==> src/rtl/fir_mac_sequencer_pkg.sv <==
// Shared widths, default parameters and FSM encoding for the time-multiplexed FIR engine.
package fir_mac_sequencer_pkg;

   localparam int DATA_W        = 16;
   localparam int PROD_W        = 32;
   localparam int DEFAULT_TAPS  = 8;
   localparam int DEFAULT_SHIFT = 16;

   typedef enum logic [1:0] {
      ST_IDLE = 2'd0,
      ST_MAC  = 2'd1,
      ST_OUT  = 2'd2
   } state_t;

endpackage

==> src/rtl/fir_mac_sequencer_coef_bank.sv <==
// TAPS x 16-bit coefficient register file: one write port, one combinational read port.
module fir_mac_sequencer_coef_bank
   import fir_mac_sequencer_pkg::*;
#(
   parameter int TAPS = DEFAULT_TAPS
) (
   input  logic                      clk,
   input  logic                      rst_n,
   input  logic                      we,
   input  logic [$clog2(TAPS)-1:0]   waddr,
   input  logic [DATA_W-1:0]         wdata,
   input  logic [$clog2(TAPS)-1:0]   raddr,
   output logic [DATA_W-1:0]         rdata
);

   logic [DATA_W-1:0] coef_q [TAPS];
   logic [DATA_W-1:0] coef_d [TAPS];

   // Addresses beyond TAPS-1 (possible when TAPS is not a power of two) are dropped.
   always_comb begin
      coef_d = coef_q;
      if (we && (int'(waddr) < TAPS)) begin
         coef_d[waddr] = wdata;
      end
   end

   always_ff @(posedge clk or negedge rst_n) begin
      if (!rst_n) begin
         for (int i = 0; i < TAPS; i++) begin
            coef_q[i] <= '0;
         end
      end else begin
         coef_q <= coef_d;
      end
   end

   assign rdata = coef_q[raddr];

endmodule

==> src/rtl/fir_mac_sequencer.sv <==
// Time-multiplexed FIR: circular delay line, one MAC per cycle through an external multiplier,
// then shift and saturate the accumulator into one 16-bit output.
module fir_mac_sequencer
   import fir_mac_sequencer_pkg::*;
#(
   parameter int TAPS  = DEFAULT_TAPS,
   parameter int SHIFT = DEFAULT_SHIFT
) (
   input  logic                      clk,
   input  logic                      rst_n,
   input  logic                      in_valid,
   output logic                      in_ready,
   input  logic [DATA_W-1:0]         in_data,
   input  logic                      coef_we,
   input  logic [$clog2(TAPS)-1:0]   coef_addr,
   input  logic [DATA_W-1:0]         coef_wdata,
   output logic [DATA_W-1:0]         mult_a,
   output logic [DATA_W-1:0]         mult_b,
   input  logic [PROD_W-1:0]         mult_p,
   output logic                      out_valid,
   input  logic                      out_ready,
   output logic [DATA_W-1:0]         out_data,
   output logic                      out_sat
);

   localparam int AW    = $clog2(TAPS);
   localparam int ACC_W = PROD_W + AW;
   localparam logic [AW-1:0] LAST = AW'(TAPS - 1);

   state_t              state_q, state_d;
   logic [AW-1:0]       wr_ptr_q, wr_ptr_d;
   logic [AW-1:0]       k_q, k_d;
   logic [ACC_W-1:0]    acc_q, acc_d;
   logic [DATA_W-1:0]   line_q [TAPS];
   logic [DATA_W-1:0]   line_d [TAPS];

   logic [AW-1:0]       rd_idx;
   logic [DATA_W-1:0]   coef_rdata;
   logic                coef_wr_en;
   logic [ACC_W-1:0]    acc_shifted;
   logic                sat;

   fir_mac_sequencer_coef_bank #(.TAPS(TAPS)) u_coef_bank (
      .clk   (clk),
      .rst_n (rst_n),
      .we    (coef_wr_en),
      .waddr (coef_addr),
      .wdata (coef_wdata),
      .raddr (k_q),
      .rdata (coef_rdata)
   );

   // Tap k reads x[n-k]: walk backwards from the newest sample, wrapping modulo TAPS.
   always_comb begin
      if (wr_ptr_q >= k_q) begin
         rd_idx = wr_ptr_q - k_q;
      end else begin
         rd_idx = wr_ptr_q - k_q + AW'(TAPS);
      end
   end

   assign acc_shifted = acc_q >> SHIFT;
   assign sat         = |acc_shifted[ACC_W-1:DATA_W];

   // Handshakes: a transfer happens on a rising edge where valid and ready are both high;
   // valid never waits on ready, and out_data/out_sat hold while out_valid is high and not taken.
   always_comb begin
      state_d    = state_q;
      wr_ptr_d   = wr_ptr_q;
      k_d        = k_q;
      acc_d      = acc_q;
      line_d     = line_q;
      in_ready   = 1'b0;
      out_valid  = 1'b0;
      out_data   = '0;
      out_sat    = 1'b0;
      mult_a     = '0;
      mult_b     = '0;
      coef_wr_en = 1'b0;
      case (state_q)
         ST_IDLE: begin
            // Gated by rst_n so in_ready reads 0 while reset is held.
            in_ready   = rst_n;
            coef_wr_en = coef_we;
            if (in_valid) begin
               line_d[wr_ptr_q] = in_data;
               acc_d            = '0;
               k_d              = '0;
               state_d          = ST_MAC;
            end
         end
         ST_MAC: begin
            mult_a = line_q[rd_idx];
            mult_b = coef_rdata;
            acc_d  = acc_q + ACC_W'(mult_p);
            if (k_q == LAST) begin
               wr_ptr_d = (wr_ptr_q == LAST) ? '0 : wr_ptr_q + AW'(1);
               state_d  = ST_OUT;
            end else begin
               k_d = k_q + AW'(1);
            end
         end
         ST_OUT: begin
            out_valid = 1'b1;
            out_sat   = sat;
            out_data  = sat ? {DATA_W{1'b1}} : acc_shifted[DATA_W-1:0];
            if (out_ready) begin
               state_d = ST_IDLE;
            end
         end
         default: begin
            state_d = ST_IDLE;
         end
      endcase
   end

   always_ff @(posedge clk or negedge rst_n) begin
      if (!rst_n) begin
         state_q  <= ST_IDLE;
         wr_ptr_q <= '0;
         k_q      <= '0;
         acc_q    <= '0;
         for (int i = 0; i < TAPS; i++) begin
            line_q[i] <= '0;
         end
      end else begin
         state_q  <= state_d;
         wr_ptr_q <= wr_ptr_d;
         k_q      <= k_d;
         acc_q    <= acc_d;
         line_q   <= line_d;
      end
   end

endmodule

==> config.mk <==
export PLATFORM = sky130hd
export DESIGN_NAME = fir_mac_sequencer
export DESIGN_NICKNAME = d
export VERILOG_FILES = /design/src/rtl/fir_mac_sequencer_pkg.sv /design/src/rtl/fir_mac_sequencer_coef_bank.sv /design/src/rtl/fir_mac_sequencer.sv
export SDC_FILE = /design/constraint.sdc
export NUM_CORES = 1
export LEC_CHECK = 0
export CAP_MARGIN = 20
export CORE_ASPECT_RATIO = 1.4
export CORE_MARGIN = 8
export CORE_UTILIZATION = 41
export CTS_CLUSTER_DIAMETER = 80
export DETAILED_ROUTE_END_ITERATION = 10
export PLACE_DENSITY_LB_ADDON = 0.15
export SLEW_MARGIN = 20
export SYNTH_ARGS = -nofsm -noshare
export SYNTH_HDL_FRONTEND = slang
export SYNTH_SLANG_ARGS = --single-unit
==> constraint.sdc <==
create_clock -name clk -period 2.55 [get_ports clk]
set_input_delay 0.3825 -clock clk [delete_from_list [all_inputs] [get_ports clk]]
set_output_delay 0.3825 -clock clk [all_outputs]
set_load 0.005 [all_outputs]
# [Word level (Yosys, flattened, before mapping)]
# Index checks and enable logic that the tools add are counted.
[classes] n_addsub=4 order_cmp=6 n_eq_ne=8 muxes=30 bitwise=4 n_reduce_logical=10
[op_table] operator="128-bit bitwise mux" n=2
[op_table] operator="16-bit two-way mux" n=10
[op_table] operator="16-bit binary-select mux with 3-bit select" n=2
[op_table] operator="16-bit demux with 3-bit select" n=2
[op_table] operator="35-bit one-hot mux with 2 select lines" n=1
[op_table] operator="35-bit by 32-bit adder with 35-bit output" n=1
[op_table] operator="35-bit two-way mux" n=1
[op_table] operator="4-bit >= comparator (second input constant)" n=4
[op_table] operator="3-bit NOT with 4-bit output" n=4
[op_table] operator="3-bit two-way mux" n=3
[op_table] operator="4-bit by 1-bit < comparator with 1-bit output (second input constant)" n=2
[op_table] operator="2-bit != test (second input constant)" n=4
[op_table] operator="3-bit by 1-bit adder with 3-bit output (second input constant)" n=2
[op_table] operator="3-bit equality test (second input constant)" n=2
[op_table] operator="2-bit two-way mux" n=3
[op_table] operator="2-bit one-hot mux with 3 select lines" n=1
[op_table] operator="3-bit one-hot mux with 2 select lines" n=1
[op_table] operator="2-bit AND reduction" n=3
[op_table] operator="3-bit AND reduction" n=2
[op_table] operator="1-bit two-way mux" n=4
[op_table] operator="3-bit OR reduction" n=1
[op_table] operator="3-bit subtractor" n=1
[op_table] operator="2-bit by 1-bit equality test with 1-bit output (second input constant)" n=1
[op_table] operator="2-bit equality test (second input constant)" n=1
[op_table] operator="3 further kinds" n=4
[word_totals] regBits=299 wordCells=82

# [Logic depth before layout (Yosys ltp)]
[depth] ltp_word=6 depth_mapped=10 ltp_nobuf=10

# [Cells and area by module]
# From an unflattened synthesis, not the netlist that was laid out.
[unflattened] cells_unflattened=1151 area_unflattened_um2=15381.0
[modules_own_cells] module="fir_mac_sequencer" instances=1 cells_each=815 area_per_inst_um2=9454.1
[modules_own_cells] module="fir_mac_sequencer_coef_bank" instances=1 cells_each=336 area_per_inst_um2=5926.9

# [Worst setup path before layout]
# Ideal clock, no wire load.
[synth_timing] path_kind="flip-flop to output port" startpoint="reg wr_ptr_q[0]" endpoint="out mult_a[14]" t_arrival_ps=2421 required_ps=2168 slack_ps=-253 path_stages_with_launch=9 n_path_buf=3 cell_sequence="dfrtp_1 -> clkbuf_1 -> inv_1 -> ha_1 -> clkbuf_1 -> buf_1 -> mux4_2 -> mux2i_1 -> nor2_1"
[synth_between] elab_chain_len=6
[synth_lines] element="start, declared" line="fir_mac_sequencer.sv:31" source="logic [AW-1:0] wr_ptr_q, wr_ptr_d;"
[synth_lines] element="start signal, assigned" line="fir_mac_sequencer.sv:128" source="wr_ptr_q <= wr_ptr_d;"
[synth_lines] element="3-bit subtractor" line="fir_mac_sequencer.sv:56, fir_mac_sequencer.sv:58"
[synth_lines] element="3-bit NOT with 4-bit output (not written as such)" line="fir_mac_sequencer.sv:93" source="mult_a = line_q[rd_idx];"
[synth_lines] element="16-bit binary-select mux with 3-bit select" line="fir_mac_sequencer.sv:93"
[synth_lines] element="16-bit two-way mux (not written as such) (2 in a row)" line="fir_mac_sequencer.sv:93"
[synth_lines] element="16-bit two-way mux" line="fir_mac_sequencer.sv:80" source="case (state_q)"
[synth_lines] element="end, declared" line="fir_mac_sequencer.sv:17" source="output logic [DATA_W-1:0] mult_a,"
# No other way between the ends. The select of a mux whose other input is x is not followed.

# [Final worst setup path]
[layout_timing] startpoint="reg wr_ptr_q[0]" endpoint="out mult_a[11]"
# The elaborated chain is that of the path after synthesis.

==> results_dict.tcl <==
set metrics [dict create \
    die_h_um 242 \
    hold_viol 0 \
    cp-end-kind "output port" \
    postLayoutSetupSlackWorst_ns -0.598 \
    peakVddDrop_uv 781 \
    final_cells 1898 \
    ys_async_sr_fraction 1.00 \
    drt-pass1-iter-count 4 \
    grt_antenna_before_repair 2 \
    critPathKind "reg2out" \
    path_cells "inv_2, ha_4, inv_2, fa_2, buf_6, buf_16, buf_12, mux4_2, nand2_1, a21oi_2, buf_2" \
    vias_per_cell 5.38 \
    power_density_mw_per_mm2 1360 \
    yosysUniqueCellTypes 49 \
    cts_tree "built" \
    fin_nets 1518 \
    grtUsageTotal 0.182 \
    start_util 0.412 \
    top_layer "met5" \
    rows 83 \
    layout-drive-gt1-share 0.454 \
    synth-edff-count 0 \
    drtIter0Drc 478 \
    wl_met3_um 1590 \
    synth_top_area_frac 0.500 \
    max_freq_ghz 0.318 \
    antennaDiodeCount 0 \
    synth_nets 1250 \
    antenna_left 0 \
    met1Wirelength_um 16600 \
    max-cap-violations 0 \
    clockRootBuffer "clkbuf_16" \
    grt_pass1_wl_um 62100 \
    violations "negative setup slack" \
    clock-sinks 299 \
    fp.coreArea_mm2 0.0363 \
    portBuffers 122 \
    wl_met2_um 19900 \
    ys_seq_area_frac 0.500 \
    timing.hold.ws_ns 0.468 \
    vias 10215 \
    gr-total-overflow 0 \
    required_ns 2.17 \
    start_kind "flop" \
    pre_cts_slack_ns -0.690 \
    final_common_cell "dfrtp_1" \
    die_area_mm2 0.0430 \
    synth-seq-cells 299 \
    cpMaxStageDelayCell "fa_2" \
    drv_slew 0 \
    drc 0 \
    wire_per_inst_um 20.5 \
    synthCells 1139 \
    syn2layout_area_growth_pct 29.7 \
    leakage_nw 9.16 \
    synth_area_mm2 0.0150 \
    period_share 1.23 \
    gp_congestion 0.856 \
    hold_class "in2reg" \
    path_common_cell "inv_2" \
    critPathMaxStageDelay_ns 0.58 \
    numCtsBuffers 31 \
    yosysTopAreaCell "dfrtp_1" \
    final_cell_mix "dfrtp_1 (296), mux2_2 (259), buf_4 (132), nand2_1 (73), clkdlybuf4s50_1 (72)" \
    synthFlopType "dfrtp_1" \
    htree_levels 1 \
    arrival_ns 2.77 \
    fin_crit_ns 3.15 \
    grt_pass1_vias 10954 \
    cts.path.max_buffers 3 \
    ys.warnings.count 0 \
    io_pins 123 \
    n_fill_cell 3166 \
    die_w_um 178 \
    worstMarginPinSlew_ns 1.01 \
    synth_area_leaders "dfrtp_1 (50%), mux2_2 (19%), mux4_2 (9.6%)" \
    rsz0062_at_grt "yes" \
    finClkSkew_ns 0.0125 \
    grt_max_degree 182 \
    routed_wl_um 38900 \
    relSlewSlack 0.328 \
    placed_cells 1787 \
    clkTransAtPathRegs_ns 0.07 \
    critPathMaxFanout 4 \
    status "finished with violations" \
    dp_hpwl_um 24200 \
    setup_viol 43 \
    synth.avg_cell_area_um2 13.1 \
    insertion_delay_ns 0.57 \
]
## critical path, delay by kind of cell, from the launching register on
kind / cells / cell delay (ns)
AOI/OAI and AO/OA: 1 / 0.07
adders and majority gates: 2 / 0.71
buffers and inverters: 6 / 0.65
DFF: 1 / 0.40
muxes: 1 / 0.28
and+or+nand+nor: 1 / 0.09
## final cells by class
cell class	count	area (um2)	area share
multi-input combinational	766	7490	0.386
tap	467	584	0.0301
clock inverter	11	119	0.00612
sequential	299	7490	0.386
timing repair buffer	297	2760	0.142
inverter	12	45.0	0.00232
clock buffer	46	932	0.0480
## kinds of logic (layout without fill, tap and decap cells)
family                   Yosys count  count (layout)  synth area share
multiplexers                     343             343             0.304
flip-flops                       299             299             0.500
AND/OR/NAND/NOR                  190             190            0.0569
AO/OA/AOI/OAI                    161             161            0.0666
buffers and inverters             74             366            0.0194
adder cells (fa/ha/maj)           39              39            0.0336
XOR/XNOR                          33              33            0.0193
## metrics by stage
step | utilization | power (mW) | setup TNS (ns) | area [um2]
after floorplan | - | 15.0 | -0.498 | 15000
after global placement | 0.485 | 20.0 | -16.86 | 17600
after detailed placement | 0.485 | 20.2 | -17.45 | 17600
after CTS | 0.529 | 26.5 | -15.16 | 19200
after global routing | 0.534 | 28.1 | -19.72 | 19400
final | 0.534 | 26.4 | -15.16 | 19400
## worst paths after layout
kind                       slack, ns    endpoint  cells after the start   startpoint
max in group asynchronous       1.20  line_q[10]                      3        rst_n
min reg2reg                     0.49   acc_q[11]                      2    acc_q[11]
min                             0.47  state_q[1]                      2    out_ready
max                            -0.60  mult_a[11]                     11  wr_ptr_q[0]
min in group asynchronous       0.53   acc_q[20]                      3        rst_n
max reg2reg                    -0.26   acc_q[32]                     11     acc_q[0]
## Yosys cell counts (2+ instances only)
cell type / number
dfrtp_1: 299
mux2_2: 259
nand2_1: 86
mux4_2: 64
a21oi_1: 53
clkbuf_1: 49
o21ai_0: 45
nor2_1: 38
ha_1: 37
a21o_1: 29
nand3_1: 25
xnor2_1: 21
mux2i_1: 20
inv_1: 12
xor2_1: 12
buf_2: 10
nor2b_1: 8
nor3_1: 8
o21bai_1: 7
and3_1: 6
nand4_1: 6
o21ai_1: 5
and2_1: 4
buf_1: 3
nand2b_1: 3
a211oi_1: 2
a31oi_1: 2
fa_1: 2
nor3_2: 2
o211ai_1: 2
o22ai_1: 2
## registers in the layout (all words and copies together) (netlist names)
signal,count
acc_q,35
k_q,3
line_q,128
state_q,2
u_coef_bank.coef_q,128
wr_ptr_q,3
## power breakdown
group | internal (mW) | switching [mW] | leakage (nW)
combinational | 7.96 | 6.18 | 4.79
clock | 2.72 | 1.93 | 0.521
sequential | 6.65 | 0.983 | 3.85
## per-layer routing
metal	vias up	track usage
met2	173	0.317
met4	4	0.0492
li1	4724	-
met5	-	0
met3	48	0.0270
met1	5266	0.231
## what timing repair did
item,CTS,global route
hold buffers,1,0
cloned,9,0
buffers inserted,28,21
endpoints found under the hold margin,63,0
pin swaps,35,30
resized for setup,211,49
endpoints found under the setup margin,65,60
No activity file was read; power rests on OpenSTA's default activity.
